--- config.mk ---
export PLATFORM = sky130hd
export DESIGN_NAME = dht11_disp_sched_flat
export DESIGN_NICKNAME = d
export VERILOG_FILES = /design/src/rtl/dht11_disp_sched_pkg.sv /design/src/rtl/dht11_disp_sched_if.sv /design/src/rtl/dht11_disp_sched_ms_tick_gen.sv /design/src/rtl/dht11_disp_sched.sv /design/src/flat_wrapper.sv
export SDC_FILE = /design/constraint.sdc
export NUM_CORES = 1
export LEC_CHECK = 0
export BUFFER_PORTS_ARGS = -buffer_cell sky130_fd_sc_hd__buf_2
export CAP_MARGIN = 20
export CORE_MARGIN = 2
export CORE_UTILIZATION = 50
export DETAILED_ROUTE_END_ITERATION = 8
export GPL_TIMING_DRIVEN = 0
export PLACE_DENSITY_LB_ADDON = 0.08
export SLEW_MARGIN = 20
export SYNTH_ARGS = -nofsm -noshare
export SYNTH_HDL_FRONTEND = slang
export SYNTH_HIERARCHICAL = 1
export SYNTH_SLANG_ARGS = --single-unit
--- constraint.sdc ---
create_clock -name sys_clk -period 4.2 [get_ports sys_clk]
set_input_delay 0.84 -clock sys_clk [delete_from_list [all_inputs] [get_ports sys_clk]]
set_output_delay 0.84 -clock sys_clk [all_outputs]
set_load 0.005 [all_outputs]
--- src/rtl/dht11_disp_sched_pkg.sv ---
// Shared definitions for the DHT11 read/display scheduler.
//   state_t     : read-pacing FSM states
//   POINT_1DEC  : decimal-point mask for a one-decimal "xx.y" value
//   DECI_MAX    : largest decimal digit shown
//   fmt_value() : int/deci byte pair -> binary display value int*10 + digit
package dht11_disp_sched_pkg;

  typedef enum logic [1:0] {
    ST_PWRUP = 2'd0,
    ST_REQ   = 2'd1,
    ST_WAIT  = 2'd2,
    ST_HOLD  = 2'd3
  } state_t;

  localparam logic [5:0] POINT_1DEC = 6'b000010;
  localparam logic [6:0] DECI_MAX   = 7'd9;

  // bit7 of the decimal byte carries the sign, so only [6:0] is the digit;
  // anything above 9 is not a single digit and is clamped.
  function automatic logic [19:0] fmt_value(input logic [7:0] int_b, input logic [7:0] deci_b);
    logic [6:0] d;
    if (deci_b[6:0] > DECI_MAX) begin
      d = DECI_MAX;
    end else begin
      d = deci_b[6:0];
    end
    return ({12'd0, int_b} * 20'd10) + {13'd0, d};
  endfunction

endpackage

--- src/rtl/dht11_disp_sched_if.sv ---
// Bundle between the scheduler, dht11_ctrl and seg_dynamic.
//   sensor side : dht11_busy, dht11_valid, temp/humi int/deci bytes (to scheduler),
//                 dht11_start (from scheduler)
//   display side: data, point, seg_en, sign, disp_sel, err_flag (from scheduler)
// master = surrounding logic (sensor controller + display), slave = scheduler.
interface dht11_disp_sched_if;

  logic        dht11_busy;
  logic        dht11_valid;
  logic [7:0]  temp_int;
  logic [7:0]  temp_deci;
  logic [7:0]  humi_int;
  logic [7:0]  humi_deci;
  logic        dht11_start;
  logic [19:0] data;
  logic [5:0]  point;
  logic        seg_en;
  logic        sign;
  logic        disp_sel;
  logic        err_flag;

  modport master (
    output dht11_busy, dht11_valid, temp_int, temp_deci, humi_int, humi_deci,
    input  dht11_start, data, point, seg_en, sign, disp_sel, err_flag
  );

  modport slave (
    input  dht11_busy, dht11_valid, temp_int, temp_deci, humi_int, humi_deci,
    output dht11_start, data, point, seg_en, sign, disp_sel, err_flag
  );

endinterface

--- src/rtl/dht11_disp_sched_ms_tick_gen.sv ---
// Millisecond tick generator.
//   clk, rst_n : clock, async active-low reset
//   tick       : registered 1-cycle pulse every CNT_1MS cycles
module ms_tick_gen #(
  parameter int CNT_1MS = 50_000
) (
  input  logic clk,
  input  logic rst_n,
  output logic tick
);

  localparam logic [31:0] CNT_LAST = 32'(CNT_1MS - 1);

  logic [31:0] cnt_r;
  logic        tick_r;

  // Free-running divider; tick fires on the wrap cycle.
  always_ff @(posedge clk or negedge rst_n) begin
    if (!rst_n) begin
      cnt_r  <= 32'd0;
      tick_r <= 1'b0;
    end else if (cnt_r == CNT_LAST) begin
      cnt_r  <= 32'd0;
      tick_r <= 1'b1;
    end else begin
      cnt_r  <= cnt_r + 32'd1;
      tick_r <= 1'b0;
    end
  end

  assign tick = tick_r;

endmodule

--- src/rtl/dht11_disp_sched.sv ---
// Scheduler between dht11_ctrl and seg_dynamic: paces sensor reads, times out
// missing responses, latches good frames and alternates the display between
// temperature and humidity pages.
//   sys_clk, sys_rst_n : clock, async active-low reset
//   bus (slave)        : sensor handshake/bytes in, start request and display fields out
module dht11_disp_sched
  import dht11_disp_sched_pkg::*;
#(
  parameter int CNT_1MS        = 50_000,
  parameter int PWRUP_MS       = 1000,
  parameter int READ_PERIOD_MS = 2000,
  parameter int RESP_TMO_MS    = 100,
  parameter int DISP_PERIOD_MS = 3000,
  parameter int STALE_READS    = 3
) (
  input  logic              sys_clk,
  input  logic              sys_rst_n,
  dht11_disp_sched_if.slave bus
);

  localparam logic [31:0] PWRUP_LAST = 32'(PWRUP_MS - 1);
  localparam logic [31:0] PER_LAST   = 32'(READ_PERIOD_MS - 1);
  localparam logic [31:0] TMO_LAST   = 32'(RESP_TMO_MS - 1);
  localparam logic [31:0] DISP_LAST  = 32'(DISP_PERIOD_MS - 1);
  localparam logic [31:0] STALE      = 32'(STALE_READS);

  logic        tick_s;
  state_t      state_r, state_nxt_s;
  logic        start_req_s, latch_s, timeout_s;
  logic [31:0] pwr_cnt_r, per_cnt_r, tmo_cnt_r, disp_cnt_r, miss_r, miss_inc_s;
  logic        have_r, err_r, disp_sel_r, start_r, seg_en_r, sign_r;
  logic [7:0]  lat_ti_r, lat_td_r, lat_hi_r, lat_hd_r;
  logic [19:0] data_r;
  logic [5:0]  point_r;

  ms_tick_gen #(.CNT_1MS(CNT_1MS)) u_tick (
    .clk   (sys_clk),
    .rst_n (sys_rst_n),
    .tick  (tick_s)
  );

  // Read FSM state register.
  always_ff @(posedge sys_clk or negedge sys_rst_n) begin
    if (!sys_rst_n) begin
      state_r <= ST_PWRUP;
    end else begin
      state_r <= state_nxt_s;
    end
  end

  // Read FSM next-state logic; a valid frame beats a timeout on the same tick.
  always_comb begin
    state_nxt_s = state_r;
    case (state_r)
      ST_PWRUP: if (tick_s && (pwr_cnt_r == PWRUP_LAST)) state_nxt_s = ST_REQ;
                else state_nxt_s = ST_PWRUP;
      ST_REQ:   if (!bus.dht11_busy) state_nxt_s = ST_WAIT;
                else state_nxt_s = ST_REQ;
      ST_WAIT:  if (bus.dht11_valid) state_nxt_s = ST_HOLD;
                else if (tick_s && (tmo_cnt_r == TMO_LAST)) state_nxt_s = ST_HOLD;
                else state_nxt_s = ST_WAIT;
      ST_HOLD:  if (tick_s && (per_cnt_r == PER_LAST)) state_nxt_s = ST_REQ;
                else state_nxt_s = ST_HOLD;
      default:  state_nxt_s = ST_PWRUP;
    endcase
  end

  // Read FSM strobes driving the counters, status and start registers.
  always_comb begin
    start_req_s = 1'b0;
    latch_s     = 1'b0;
    timeout_s   = 1'b0;
    case (state_r)
      ST_REQ:  start_req_s = !bus.dht11_busy;
      ST_WAIT: begin
        latch_s   = bus.dht11_valid;
        timeout_s = !bus.dht11_valid && tick_s && (tmo_cnt_r == TMO_LAST);
      end
      default: begin
        start_req_s = 1'b0;
        latch_s     = 1'b0;
        timeout_s   = 1'b0;
      end
    endcase
  end

  // Power-up delay, request period and response timeout counters (ms units).
  always_ff @(posedge sys_clk or negedge sys_rst_n) begin
    if (!sys_rst_n) begin
      pwr_cnt_r <= 32'd0;
      per_cnt_r <= 32'd0;
      tmo_cnt_r <= 32'd0;
    end else begin
      if ((state_r == ST_PWRUP) && tick_s) pwr_cnt_r <= pwr_cnt_r + 32'd1;
      if (start_req_s) begin
        per_cnt_r <= 32'd0;
        tmo_cnt_r <= 32'd0;
      end else if (tick_s) begin
        if ((state_r == ST_WAIT) || (state_r == ST_HOLD)) per_cnt_r <= per_cnt_r + 32'd1;
        if (state_r == ST_WAIT) tmo_cnt_r <= tmo_cnt_r + 32'd1;
      end
    end
  end

  assign miss_inc_s = (miss_r >= STALE) ? STALE : (miss_r + 32'd1);

  // Frame latch and staleness tracking.
  always_ff @(posedge sys_clk or negedge sys_rst_n) begin
    if (!sys_rst_n) begin
      lat_ti_r <= 8'd0;
      lat_td_r <= 8'd0;
      lat_hi_r <= 8'd0;
      lat_hd_r <= 8'd0;
      miss_r   <= 32'd0;
      err_r    <= 1'b0;
      have_r   <= 1'b0;
    end else if (latch_s) begin
      lat_ti_r <= bus.temp_int;
      lat_td_r <= bus.temp_deci;
      lat_hi_r <= bus.humi_int;
      lat_hd_r <= bus.humi_deci;
      miss_r   <= 32'd0;
      err_r    <= 1'b0;
      have_r   <= 1'b1;
    end else if (timeout_s) begin
      miss_r <= miss_inc_s;
      if (miss_inc_s == STALE) err_r <= 1'b1;
    end
  end

  // Page rotation, free-running from reset and independent of reads.
  always_ff @(posedge sys_clk or negedge sys_rst_n) begin
    if (!sys_rst_n) begin
      disp_cnt_r <= 32'd0;
      disp_sel_r <= 1'b0;
    end else if (tick_s) begin
      if (disp_cnt_r == DISP_LAST) begin
        disp_cnt_r <= 32'd0;
        disp_sel_r <= ~disp_sel_r;
      end else begin
        disp_cnt_r <= disp_cnt_r + 32'd1;
      end
    end
  end

  // Registered outputs; display fields freeze while the display is disabled.
  always_ff @(posedge sys_clk or negedge sys_rst_n) begin
    if (!sys_rst_n) begin
      start_r  <= 1'b0;
      seg_en_r <= 1'b0;
      data_r   <= 20'd0;
      point_r  <= 6'd0;
      sign_r   <= 1'b0;
    end else begin
      start_r  <= start_req_s;
      seg_en_r <= have_r & ~err_r;
      if (have_r && !err_r) begin
        data_r  <= disp_sel_r ? fmt_value(lat_hi_r, lat_hd_r) : fmt_value(lat_ti_r, lat_td_r);
        point_r <= POINT_1DEC;
        sign_r  <= ~disp_sel_r & lat_td_r[7];
      end
    end
  end

  assign bus.dht11_start = start_r;
  assign bus.data        = data_r;
  assign bus.point       = point_r;
  assign bus.seg_en      = seg_en_r;
  assign bus.sign        = sign_r;
  assign bus.disp_sel    = disp_sel_r;
  assign bus.err_flag    = err_r;

endmodule

--- src/flat_wrapper.sv ---
// flat-port wrapper written by rule: the top's interface ports become plain ports
module dht11_disp_sched_flat import dht11_disp_sched_pkg::*;
#(
  parameter int CNT_1MS        = 50_000,
  parameter int PWRUP_MS       = 1000,
  parameter int READ_PERIOD_MS = 2000,
  parameter int RESP_TMO_MS    = 100,
  parameter int DISP_PERIOD_MS = 3000,
  parameter int STALE_READS    = 3
)
  (sys_clk, sys_rst_n, bus_dht11_busy, bus_dht11_valid, bus_temp_int, bus_temp_deci, bus_humi_int, bus_humi_deci, bus_dht11_start, bus_data, bus_point, bus_seg_en, bus_sign, bus_disp_sel, bus_err_flag);
  dht11_disp_sched_if bus_i ();
  input  logic sys_clk;
  input  logic sys_rst_n;
  input wire logic [$bits(bus_i.dht11_busy)-1:0] bus_dht11_busy;
  input wire logic [$bits(bus_i.dht11_valid)-1:0] bus_dht11_valid;
  input wire logic [$bits(bus_i.temp_int)-1:0] bus_temp_int;
  input wire logic [$bits(bus_i.temp_deci)-1:0] bus_temp_deci;
  input wire logic [$bits(bus_i.humi_int)-1:0] bus_humi_int;
  input wire logic [$bits(bus_i.humi_deci)-1:0] bus_humi_deci;
  output wire logic [$bits(bus_i.dht11_start)-1:0] bus_dht11_start;
  output wire logic [$bits(bus_i.data)-1:0] bus_data;
  output wire logic [$bits(bus_i.point)-1:0] bus_point;
  output wire logic [$bits(bus_i.seg_en)-1:0] bus_seg_en;
  output wire logic [$bits(bus_i.sign)-1:0] bus_sign;
  output wire logic [$bits(bus_i.disp_sel)-1:0] bus_disp_sel;
  output wire logic [$bits(bus_i.err_flag)-1:0] bus_err_flag;
  assign bus_i.dht11_busy = bus_dht11_busy;
  assign bus_i.dht11_valid = bus_dht11_valid;
  assign bus_i.temp_int = bus_temp_int;
  assign bus_i.temp_deci = bus_temp_deci;
  assign bus_i.humi_int = bus_humi_int;
  assign bus_i.humi_deci = bus_humi_deci;
  assign bus_dht11_start = bus_i.dht11_start;
  assign bus_data = bus_i.data;
  assign bus_point = bus_i.point;
  assign bus_seg_en = bus_i.seg_en;
  assign bus_sign = bus_i.sign;
  assign bus_disp_sel = bus_i.disp_sel;
  assign bus_err_flag = bus_i.err_flag;
  dht11_disp_sched #(.CNT_1MS(CNT_1MS), .PWRUP_MS(PWRUP_MS), .READ_PERIOD_MS(READ_PERIOD_MS), .RESP_TMO_MS(RESP_TMO_MS), .DISP_PERIOD_MS(DISP_PERIOD_MS), .STALE_READS(STALE_READS)) u_core (.sys_clk(sys_clk), .sys_rst_n(sys_rst_n), .bus(bus_i));
endmodule
==> impl_results.md, run 1 <==
* Routed Antenna Nets at 0
* Dpl hpwl at approximately 17,000 um
* Minimum clock period at 3.192 ns
* Synth async-reset ratio at 1.000
* Crit-path slowest cell: nor4_1
* Layout Utilization at 0.5833
* Total CTS buffers at 28
* RSZ-0062 raised after global routing: false
* Main flop type after synthesis: dfrtp_1
* Yosys reg bits at approximately 250
* VDD IR max at 0.3224 mV
* Core area at 24,390 sq um
* Vias in the first global route at 8,648
* Slew Limit Fails at 0
* Synth Area in Simple Gates at 0.2183
* Post-synth EDFFs at 0
* CP Launch Type: flip-flop
* # placed instances at about 1,600
* Top-area cell type share of the netlist area at 0.4954
* Largest net degree at the start of global routing at 87
* DR pass1 iterations at 5
* Crit-path leading delay family: simple AND/OR/NAND/NOR gates
* Post-route setup slack at 1.008 ns
* Setup violations, final at 0
* Mux cell area share after synthesis at 0.03393
* Critical-path cell list: nor4_1 > and2_1 > ha_1 > inv_1 > fa_1 > nand2b_1 > a21oi_1 > o22ai_1 > or3_1 > o32ai_1 > a2bb2oi_1
* Crit-path max FO at 3
* GRT Total Usage at 0.1909
* Clk_lat worst skew at 0.54 ns
* DP Area at 13,250 sq um
* First-pass GRT wire length at 42,000 um
* CTS tree: built
* Worst path arrival time at around 3.7 ns
* Hold crit path type: in2async
* DR iter-0 viols at 524
* Gpl congestion at 0.7802
* Port bufs at 53
* P&R area growth vs syn at 14.49%
* DR vias/cell at 5.324
* XOR/XNOR share of the synthesized area at 0.1100
* Layout Skew at roughly 0.012 ns
* Final Routed Wirelength at 24,320 um
* Netlist cell types at between 60 and 70
* Synth warn at 6
* Clock Pin Slew Worst Setup and Hold Paths at 0.06 ns
* Buf/Inv on CP at 1
* Total grt overflow at 0
* Worst-Margin Slew at between 0.8 and 0.9 ns
* Tcrit/Tclk final at 0.7600
* Fmax at 0.3133 GHz
* Cells after Synth at between 1,000 and 1,500
* Die Wd at 161.6 um
* Clk root buf: clkbuf_16
* Finished Cell Area at 14,230 sq um
* CP endpoint kind: flip-flop
* Share of layout cells above drive strength 1 at 0.1325
* Post-DR wirelength/cell at 14.76 um
* Initial antenna violation count at 3
* Boundary pin count at 67
* Final net count at ~1,400
* Max_cap viols at 0
* Die area at roughly 26,000 sq um
* Post-CTS resize count at 0
* Leading area contributor after synthesis: dfrtp_1
* Largest family of logic cells by synthesized area: simple AND/OR/NAND/NOR gates
* Leak Pwr at 6.553 nW
* Chip Height at ~160 um
* TritonCTS Sinks at 246
* Setup CP Type: reg2reg
* Initial core utilization at 0.5094
* Finished Layout Cells at roughly 1,600
* DR DRC count at 0
* Total setup buffers inserted after CTS at 0
* CP peak stage delay at 0.49 ns
* Setup TNS at 0 ns
* Fillers at 2,149
* Register area share after synthesis at 0.4954
* Critical path required time at 4.66 ns
* Row cnt at 57
* Post-CTS Hold Fix Bufs at 0
* PD cells at approximately 470 nW/um^2
* Clock buffer depth at 3
* Vias at 8,769
* Post-placement setup slack at ~1.1 ns
* Relative slew slack at 0.4612
* Synth Cell Area at between 10,000 and 15,000 sq um
* Hold Vio Cnt, Final at 0
* Synth Area in Compound Gates at 0.06404
* H-tree lvl count at 1
* Post-Synth Adder-Cell Area at 0.04874
* Synth top area cells: dfrtp_1 (50%), xnor2_1 (7.1%), ha_1 (4.2%)
* Avg Synthesized Cell Area at 10.37 sq um
* Outcome: complete, no violations
==> flip-flops by register name, indices dropped and copies added (netlist names), 2 cells and up <==
| signal | flops |
|---|---|
| u_core/disp_cnt_r | 32 |
| u_core/miss_r | 32 |
| u_core/per_cnt_r | 32 |
| u_core/pwr_cnt_r | 32 |
| u_core/tmo_cnt_r | 32 |
| u_core/u_tick/cnt_r | 32 |
| u_core/bus.data | 13 |
| u_core/lat_hi_r | 8 |
| u_core/lat_td_r | 8 |
| u_core/lat_ti_r | 8 |
| u_core/lat_hd_r | 7 |
| u_core/state_r | 2 |
==> cell families after synthesis <==
logic type                 count (synthesis)
and+or+nand+nor                          517
DFF                                      246
xor gates and xnor gates                 156
muxes                                     38
buffers and inverters                     77
AOI/OAI and AO/OA                        117
other                                      1
adders and majority gates                 46
==> synth_stat cells (4+ instances only) <==
cell	number
nor3_1	17
a211oi_1	9
nand2b_1	14
clkbuf_1	16
or3_1	14
inv_1	33
mux2_2	33
and2_1	44
mux2i_1	5
and4_1	16
o21bai_1	4
xnor2_1	101
buf_4	13
nor3b_1	4
nand3_1	58
xor2_1	55
and3_1	20
nor4_1	43
a21oi_1	31
ha_1	42
o21ai_0	31
fa_1	4
buf_2	7
dfrtp_1	246
o21a_1	5
nand4_1	54
nand2_1	90
nor2_1	120
nor2b_1	7
==> metrics by stage <==
stage          hold slack (ns)  total power [mW]
2_1_floorplan           0.4358             3.820
3_3_place_gp            0.4492             4.182
3_5_place_dp            0.4503             4.213
4_1_cts                 0.1556             6.760
5_1_grt                 0.1594             7.081
6_report                0.1664             6.669
==> power by group <==
part           total [mW]  switching [mW]  internal (mW)
Combinational        1.50           0.798          0.702
Clock                2.50           0.952           1.55
Sequential           2.67           0.127           2.54
Total                6.67            1.88           4.79
==> worst paths after layout <==
| path | cells past startpoint | slack, ns | endpoint | from |
|---|---|---|---|---|
| max | 11 | 1.01 | u_core/bus.data[11] | u_core/lat_hd_r[6] |
| min | 1 | 0.17 | u_core/lat_hi_r[6] | sys_rst_n |
| max reg2reg | 11 | 1.01 | u_core/bus.data[11] | u_core/lat_hd_r[6] |
| min reg2reg | 2 | 0.46 | u_core/bus.sign | u_core/bus.sign |
| max in group asynchronous | 3 | 3.09 | u_core/lat_ti_r[2] | sys_rst_n |
| min in group sys_clk | 2 | 0.46 | u_core/bus.sign | u_core/bus.sign |
==> cells in the final DEF, fill, tap and decap left out, types with 42 or more instances in the layout <==
| cell | n |
|---|---|
| nor4_1 | 43 |
| nor2_1 | 120 |
| dfrtp_1 | 246 |
| xnor2_1 | 101 |
| nand4_1 | 54 |
| and2_1 | 44 |
| nand2_1 | 90 |
| ha_1 | 42 |
| buf_2 | 59 |
| nand3_1 | 58 |
| xor2_1 | 55 |
==> worst reg2reg max path: stages, from the launching register on <==
cell	delay, ns
dfrtp_1	0.39
nor4_1	0.49
and2_1	0.21
ha_1	0.19
inv_1	0.06
fa_1	0.37
nand2b_1	0.20
a21oi_1	0.21
o22ai_1	0.16
or3_1	0.35
o32ai_1	0.30
a2bb2oi_1	0.18
==> per-layer routing <==
layer  global-route usage  vias to the layer above  wire (um)
met5                    0                        -         13
met4              0.04183                        2        401
met3              0.03210                       30        956
met2               0.3001                      105      10800
met1               0.2800                     4243      12150
li1                     -                     4389          -
==> final cells by class <==
type	instances	area, sq um	share of cell area
sequential	246	6156	0.4327
multi-input combinational	892	5969	0.4196
clock buffer	42	874.6	0.06148
tap	324	405.4	0.02850
timing repair buffer	56	357.8	0.02515
buffer	43	236.5	0.01662
inverter	34	127.6	0.008971
clock inverter	8	93.84	0.006596
antenna	2	5.005	0.0003518
Power figures use the tool's default switching activity.
==> run 2: changes to the inputs <==
--- a/config.mk
+++ b/config.mk
@@ -5,6 +5,7 @@
 export SDC_FILE = /design/constraint.sdc
 export NUM_CORES = 1
 export LEC_CHECK = 0
+export ABC_AREA = 1
 export BUFFER_PORTS_ARGS = -buffer_cell sky130_fd_sc_hd__buf_2
 export CAP_MARGIN = 20
 export CORE_MARGIN = 2
==> constraint.sdc (replaced) <==
create_clock -name sys_clk -period 2.95 [get_ports sys_clk]
set_input_delay 0.59 -clock sys_clk [delete_from_list [all_inputs] [get_ports sys_clk]]
set_output_delay 0.59 -clock sys_clk [all_outputs]
set_load 0.005 [all_outputs]
==> run 2 against run 1 <==
Fmax grew 15%. Combinational power fell by 90%. Non-clock buffer count is 3 lower. First-iteration DRC count grew 45%. Die area is 13% higher. Hold slack improved by 0.11 ns.
==> impl_results.md, run 2 <==
* FF-to-FF Start: u_core/lat_hi_r[3]
* Port bufs at 53
* Grt peak-use layer: met2
* Post-placement setup slack at 0.02165 ns
* Critical path required time at 3.38 ns
* Routed Antenna Nets at 0
* Clk root buf: clkbuf_16
* DR DRC count at 0
* Initial antenna violation count at 1
* Post-DR wirelength/cell at 13.86 um
* Clk_lat worst skew at 0.55 ns
* Post-route setup slack at 0.1859 ns
* Layout Skew at 0.01609 ns
* Tcrit/Tclk final at 0.9370
* # diodes at 0
* Critical Path Start: u_core/lat_hi_r[3]
* PD cells at 439.7 nW/um^2
* Setup violations, final at 0
* Critical-path cell list: ha_1 > ha_4 > inv_1 > fa_1 > inv_1 > ha_1 > nand2_1 > inv_1 > nand3_1 > nand2_1 > nand2_1 > nand2_1 > nand3_1 > o21bai_1 > nand3_1 > nand2_1 > nand2_1 > nand2_1
* CP most frequent cell: nand2_1
* Clock Pin Slew Worst Setup and Hold Paths at 0.06 ns
* Fmax at 0.3618 GHz
* Dpl hpwl at 23,710 um
* CP endpoint kind: flip-flop
* Boundary pin count at 67
* Hold endpoint: u_core/lat_ti_r[3]
* Leading area contributor after synthesis: dfrtp_1
* CP peak stage delay at 0.47 ns
* DR vias/cell at 5.158
* Hold depth at 2
* Yosys reg bits at 246
* Synth cell count leaders: nand2_1 (390), inv_1 (254), dfrtp_1 (246), nor2_1 (228), nand3_1 (98)
* Max_cap viols at 0
* Multi-input logic area at between 6000 and 7000 sq um
* Clock buffer depth at 3
* CTS tree: built
* Hold Vio Cnt, Final at 0
* R2R Setup Slk at around 0.19 ns
* VDD IR max at approximately 0.41 mV
* Avg Synthesized Cell Area at roughly 7.9 sq um
* Final net count at 1,981
* Met1 global-route usage at 0.3180
* Largest net degree at the start of global routing at 75
* Cells after Synth at roughly 1,800
* Buf/Inv on CP at 3
* H-tree lvl count at 1
* Crit-path max FO at 5
* Final Hold Slack at 0.2800 ns
* Total CTS buffers at 28
* Core area at 27,780 sq um
* Die area at 29,550 sq um
* Leak Pwr at roughly 8.0 nW
* Crit-path slowest cell: fa_1
* Relative slew slack at 0.4749
* Hold crit path type: in2reg
* Most frequent cells in the layout: nand2_1 (388), inv_1 (254), dfrtp_1 (246), nor2_1 (228), nand3_1 (98)
* Slew Limit Fails at 0
* Setup CP Type: reg2reg
* Gpl congestion at 0.8710
* Most common cell after layout, fill and taps aside: nand2_1
* Finished Layout Cells at 2,297
* R2r worst-path depth at 18
* P&R area growth vs syn at 13.58%
* Die Wd at between 150 and 200 um
* First-pass GRT wire length at 53,250 um
* Sequential Area at 6156 sq um
* TritonCTS Sinks at ~250
* Synth warn at 6
* DR iter-0 viols at 761
* Register area share after synthesis at 0.4368
* Post-synth EDFFs at 0
* Chip Height at 171.9 um
* Minimum clock period at 2.764 ns
* Total grt overflow at 0
* Netlist cell types at 54
* CP Launch Type: flip-flop
* Final Routed Wirelength at between 30,000 and 40,000 um
* GRT Total Usage at 0.2193
* Row cnt at 61
* Top-count cell post-synth: nand2_1
* Min-delay src: bus_temp_int[3]
* Worst path arrival time at approximately 3.2 ns
* M2 GR Usage at 0.3574
* Vias at 11,850
* Worst-Margin Slew at 0.7877 ns
* Layout Utilization at 0.5762
* Met3 GRT Util at 0.02472
* Reg2reg end: u_core/bus.data[10]
* Share of layout cells above drive strength 1 at 0.1131
* Synth top area cells: dfrtp_1 (44%), nand2_1 (10%), inv_1 (6.8%)
* Fillers at 2,660
* Vias in the first global route at 11,100
* Main flop type after synthesis: dfrtp_1
* # placed instances at roughly 2,200
* DR pass1 iterations at 5
* Synth Cell Area at between 10,000 and 15,000 sq um
* Top-area cell type share of the netlist area at 0.4368
* Synth async-reset ratio at 1.000
* Power Total at slightly above 7 mW
* Initial core utilization at 0.5073
* Outcome: complete, no violations
* Crit-path leading delay family: adder cells
## run 2: cell count changes after synthesis, moves of 15 or more
cell / change
nor2_1: +108
inv_1: +221
nand3_1: +40
nor3_1: +51
and3_1: -19
xnor2_1: -82
and2_1: -43
nor2_2: +15
and4_1: -16
a21oi_1: +30
o21ai_0: +29
nand2_1: +300
## run 2: cell type report
type / count / area share
Tap cell: 378 / 0.02954
Sequential cell: 246 / 0.3845
Buffer: 36 / 0.01274
Clock inverter: 15 / 0.009535
Clock buffer: 35 / 0.04924
Multi-Input combinational cell: 1271 / 0.4300
Inverter: 256 / 0.06002
Timing Repair Buffer: 60 / 0.02438
## run 2: how the worst max path moves through the flow
stage	end	slack [ns]	cells after the start
finish	u_core/bus.data[10]	0.19	18
global route	u_core/bus.data[11]	-0.02	16
CTS	u_core/bus.data[9]	0.06	15
detailed placement	u_core/bus.data[11]	0.02	16
global placement	u_core/u_tick/cnt_r[28]	-3.26	1
floorplan	u_core/bus.data[11]	0.35	16
## run 2: cell families after synthesis
group | share of synthesized area
AOI/OAI and AO/OA | 0.06294
xor gates and xnor gates | 0.04598
adders and majority gates | 0.04296
buffers and inverters | 0.08264
DFF | 0.4368
muxes | 0.01917
other | 0.0002661
and+or+nand+nor | 0.3093
## run 2: metal layers
layer	vias up	routed length, um
met4	2	564
li1	6023	-
met3	37	1505
met1	5534	15530
met5	-	13
met2	253	14220
## run 2: metrics by stage
| stage | instance area (sq um) | TNS, ns |
|---|---|---|
| floorplan | 14160 | 0 |
| global placement | 14900 | -792.83 |
| detailed placement | 14990 | 0 |
| CTS | 15940 | 0 |
| global route | 16010 | -0.03261 |
| finish | 16010 | 0 |
## run 2: power breakdown
part	switching [mW]	internal (mW)	total (mW)
combinational	0.100	0.0546	0.155
clock	1.43	2.07	3.51
sequential	0.00241	3.38	3.38
## run 2: what timing repair did
item | in CTS | in global routing
resized for setup | 1 | 12
endpoints found under the hold margin | 45 | 0
pin swaps | 0 | 5
hold buffers | 1 | 0
setup buffers | 0 | 3
setup endpoints to repair | 2 | 4
